`src/rtl/shift_add_mul32.sv`:
```
// shift_add_mul32: iterative 32x32 unsigned multiplier (radix-2 shift/add).
// It owns no adder. It drives the shared FullAdder32 through the Add* ports
// and folds the 33-bit sum back into the product register each RUN cycle.
// The 64-bit product is ready 32 cycles after an accepted Start.
module shift_add_mul32 (
    input  logic        CLK,
    input  logic        RST,
    input  logic        Start,
    input  logic [31:0] A,
    input  logic [31:0] B,
    output logic        Busy,
    output logic        Done,
    output logic [63:0] Product,
    output logic [31:0] AddIn1,
    output logic [31:0] AddIn2,
    output logic        AddCI,
    input  logic [31:0] AddOut,
    input  logic        AddCO
);

    typedef enum logic [1:0] {
        S_IDLE = 2'd0,
        S_RUN  = 2'd1,
        S_DONE = 2'd2
    } state_t;

    state_t      state;
    state_t      state_next;
    logic [31:0] m;      // latched multiplicand
    logic [63:0] p;      // upper half: partial sum, lower half: remaining multiplier bits
    logic [4:0]  cnt;    // iteration counter, 0..31
    logic        load;   // accept new operands this cycle
    logic        step;   // perform one add/shift this cycle

    // Next-state, operand acceptance and adder operand drive.
    always_comb begin
        // NOTE: every output of this block gets a default first. This keeps
        // each one driven on every path through the case, so no latch is inferred.
        state_next = state;
        load       = 1'b0;
        step       = 1'b0;
        AddIn1     = 32'h0;
        AddIn2     = 32'h0;
        AddCI      = 1'b0;
        case (state)
            S_IDLE: begin
                if (Start) begin
                    load       = 1'b1;
                    state_next = S_RUN;
                end
            end
            S_RUN: begin
                // Add the multiplicand when the current multiplier bit is set.
                AddIn1 = p[63:32];
                AddIn2 = p[0] ? m : 32'h0;
                step   = 1'b1;
                if (cnt == 5'd31) begin
                    state_next = S_DONE;
                end
            end
            S_DONE: begin
                // A Start here chains the next multiply without an idle cycle.
                if (Start) begin
                    load       = 1'b1;
                    state_next = S_RUN;
                end else begin
                    state_next = S_IDLE;
                end
            end
            default: begin
                state_next = S_IDLE;
            end
        endcase
    end

    // State register. Reset aborts any multiply in flight.
    always_ff @(posedge CLK or posedge RST) begin
        // NOTE: sequential state uses non-blocking assignments. Every register
        // then samples pre-edge values, whatever order the blocks run in.
        if (RST) begin
            state <= S_IDLE;
        end else begin
            state <= state_next;
        end
    end

    // Datapath registers: operand capture, then one add/shift per RUN cycle.
    always_ff @(posedge CLK or posedge RST) begin
        // NOTE: the datapath registers are reset too. A reset mid-RUN must make
        // Product read 0 straight away, not show the stale partial product.
        if (RST) begin
            m   <= 32'h0;
            p   <= 64'h0;
            cnt <= 5'd0;
        end else if (load) begin
            m   <= A;
            p   <= {32'h0, B};
            cnt <= 5'd0;
        end else if (step) begin
            // The 33-bit sum {carry, out} shifts right into P[63:31]. The
            // consumed multiplier bit P[0] drops off the bottom, so no carry is lost.
            p   <= {AddCO, AddOut, p[31:1]};
            cnt <= cnt + 5'd1;
        end
    end

    assign Busy    = (state == S_RUN);
    assign Done    = (state == S_DONE);
    assign Product = p;

endmodule

```
`config.mk`:
```
export PLATFORM = sky130hd
export DESIGN_NAME = shift_add_mul32
export DESIGN_NICKNAME = d
export VERILOG_FILES = /design/src/rtl/shift_add_mul32.sv
export SDC_FILE = /design/constraint.sdc
export NUM_CORES = 1
export LEC_CHECK = 0
export ABC_AREA = 1
export CAP_MARGIN = 20
export CELL_PAD_IN_SITES_DETAIL_PLACEMENT = 0
export CELL_PAD_IN_SITES_GLOBAL_PLACEMENT = 1
export CORE_ASPECT_RATIO = 1.25
export CORE_MARGIN = 4
export CORE_UTILIZATION = 29
export CTS_BUF_LIST = sky130_fd_sc_hd__clkbuf_8
export DETAILED_ROUTE_END_ITERATION = 10
export HOLD_SLACK_MARGIN = 0.1
export MAX_ROUTING_LAYER = met4
export PLACE_DENSITY = 0.83
export SLEW_MARGIN = 10
export SYNTH_ARGS = -nofsm -noshare
export SYNTH_HDL_FRONTEND = slang
export SYNTH_SLANG_ARGS = --single-unit
```
`constraint.sdc`:
```
create_clock -name CLK -period 4.29 [get_ports CLK]
set_input_delay 0.6435 -clock CLK [delete_from_list [all_inputs] [get_ports CLK]]
set_output_delay 0.6435 -clock CLK [all_outputs]
set_load 0.01 [all_outputs]
```
==> metrics.txt <==
status=finished, final reports clean; critical path arrival=approximately 2.4 ns; Critical Path, Cell by Cell=nand2_2, nor2_1, clkdlybuf4s50_1; critical path class=reg2out; Remaining Overflow, GRT=0; antenna viol nets, final=0; Ys Warns=0; area of the multi-input gates=approximately 0.0017 sq mm; cell type with the largest total area after synthesis=dfrtp_1; Leak=around 3.7 nW; drc violations=0; CTS tree=done; Syn Nets=roughly 770; top cell type's share of synthesized area=around 53%; Seq. cell area=between 0.002 and 0.003 sq mm; clock sinks=slightly above 100; Crit path depth=3; r2r setup slk=2.10 ns; number of max-cap violations=0; Buf+Inv Stages, Crit Path=1; max-slew violations=0; Top FF cell, synth=dfrtp_1; largest net degree at the start of global routing=about 70; met3 GRT Util=around 3.3%; WHS=0.490 ns; Critical Path End=AddIn2[6]; Clock Tree Buf Depth=2; relative max-transition margin=a little over a third; M1 GR Usage=approximately 19%; Via density=between 4 and 5; sequential-to-total area share from yosys stat=a little over half; fillers=1676; slowest stage cell, crit path=dfrtp_1; cts bufs inserted=9; Placer Congestion=between 0.7 and 0.8; Root Driver=clkbuf_8; cell family with most CP delay=flip-flops; Comb pwr share=between 50% and 60%; GRT busiest layer=met2; CP Max Fanout=25; critical path launch point type=flop; count leader, synth=nand2_1; number of synthesized register bits=about 100; Cells after Synth=665; met2 usage=between 20% and 30%; Avg Cell Area, Syn=7.28 sq um; post_cts resized=0; Total GRT Usage=between 15 and 20%; FFs w/ async S/R, synth=between 90% and 100%; Hold Crit Class=reg2reg; Worst-path clk slew=~0.11 ns; initial DRC count=about 210; n_diodes=0; CP startpoint=Product[0]; effective utilization at floorplan=between 20% and 30%; top post-synthesis cells by count=nand2_1, dfrtp_1, inv_1; CP Data Required Time=about 3.7 ns; TNS Setup=0 ns; Core Area=between 0.015 and 0.02 sq mm; RSZ-0062 raised after global routing=no; Least-Margin Pin Slew=around 0.96 ns; Worst Setup End Kind=output port; Setup Skew=0.0166 ns; I/O Pins=between 200 and 250; initial antenna violation count=0; layout cell share with drive strength beyond 1=~3.4%; final period utilization=a little over two thirds; Area growth, synth to finish=54.5%; Post-CTS Setup Bufs=0; worst vdd ir=0.312 mV; Pwr per Cell Area=between 700 and 800 mW/mm^2; f_max=between 300 and 400 MHz; vias in the first global route=between 4000 and 5000; endpoints failing setup=0; Chip Width=124 um; reg2reg path depth=6; H-tree level count=3; cell area after synthesis=0.00484 sq mm; Hold Vio Cnt, Final=0; final wirelength=14900 um; R2R Path Start=state[0]; sw power=~2.1 mW; port buffer count=around 230; largest cells by area after synthesis=dfrtp_1, nand2_1, inv_1, nor2_1, o21ai_0; Sw Ratio=between 40% and 50%; Power Internal=3.12 mW; DR WL/cell=about 14 um; synth unique cells=16; clk_lat worst skew=0.37 ns; layout net count=978; Tmin final=3.02 ns; Clk network pwr share=between 10% and 20%; largest stage delay on the critical path=between 0.9 and 1 ns; Critical R2R Capture=m[28]; first-pass GRT wire length=23800 um; HPWL after DPL=between 10000 and 15000 um; share of power burned in registers=32.9%; Post-CTS Hold Fix Bufs=0; Site Rows=52; TritonRoute pass-1 iters=4; Post-synth EDFFs=0; die area=around 0.019 sq mm; height of the die=between 150 and 200 um; routed via count=roughly 4600
==> worst min-delay path by stage <==
| stage | start | end | slack, ns | cells after the start |
|---|---|---|---|---|
| 2_1_floorplan | cnt[4] | cnt[4] | 0.45 | 2 |
| 3_3_place_gp | m[27] | m[27] | 0.46 | 2 |
| 3_5_place_dp | m[9] | m[9] | 0.47 | 2 |
| 4_1_cts | m[9] | m[9] | 0.49 | 2 |
| 5_1_grt | m[18] | m[18] | 0.51 | 2 |
| 6_report | m[9] | m[9] | 0.49 | 2 |
==> through the flow <==
stage / utilization [%] / worst slack, ns / cell area, sq um / instances / power (mW)
6_report: 46.0 / 1.27 / 7480 / 1097 / 5.25
5_1_grt: 46.0 / 1.10 / 7480 / 1097 / 5.74
4_1_cts: 46.0 / 1.24 / 7480 / 1097 / 5.35
3_5_place_dp: 44.8 / 1.38 / 7280 / 1081 / 4.67
3_3_place_gp: 44.8 / 1.41 / 7280 / 1081 / 4.64
2_1_floorplan: - / 0.943 / 4840 / 665 / 3.16
==> flip-flops by register name, indices dropped and copies added (netlist names) <==
register / cells
Product: 64
cnt: 5
state: 2
m: 32
==> kinds of logic (layout without fill, tap and decap cells) <==
family / Yosys count / in the layout / share of synthesized area, %
fa+ha+maj: 2 / 2 / 0.517
simple gates: 377 / 377 / 30.0
compound gates: 46 / 46 / 4.75
other cells: 1 / 1 / 0.0774
buf+inv: 136 / 352 / 11.5
flops: 103 / 103 / 53.2
==> final cells by class <==
cell class	instances	area share [%]
Sequential cell	103	34.4
Timing Repair Buffer	235	31.2
Multi-Input combinational cell	426	22.9
Inverter	101	5.10
Tap cell	216	3.61
Clock buffer	10	1.84
Clock inverter	6	0.903
==> power groups by stage <==
stage                     logic, mW  registers, mW  clock network, mW
after detailed placement       2.93           1.74                  0
after floorplan                1.37           1.79                  0
after CTS                      2.94           1.73              0.679
after global placement         2.90           1.74                  0
after global routing           3.23           1.79              0.721
final                          2.87           1.73              0.653
==> worst reg2reg max path: cells and delay by family (launching register included) <==
kind | cells | cell delay (ns)
DFF | 1 | 0.42
buffers and inverters | 3 | 1.32
and+or+nand+nor | 3 | 0.41
==> per-layer routing <==
metal	up-vias	wire, um
li1	2360	-
met4	0	274
met1	2119	6190
met2	146	7490
met3	14	995
met5	-	0
==> cell usage in the layout, fill, tap and decap left out, types with 4 or more instances in the layout <==
cell | synthesis | routed
nand2_1 | 285 | 284
buf_4 | 6 | 6
nand3_1 | 19 | 19
clkdlybuf4s50_1 | 0 | 229
inv_1 | 97 | 97
nor2_1 | 70 | 70
o21ai_0 | 42 | 42
dfrtp_1 | 103 | 103
inv_2 | 4 | 4
clkbuf_8 | 0 | 10
Power figures use the tool's default switching activity.
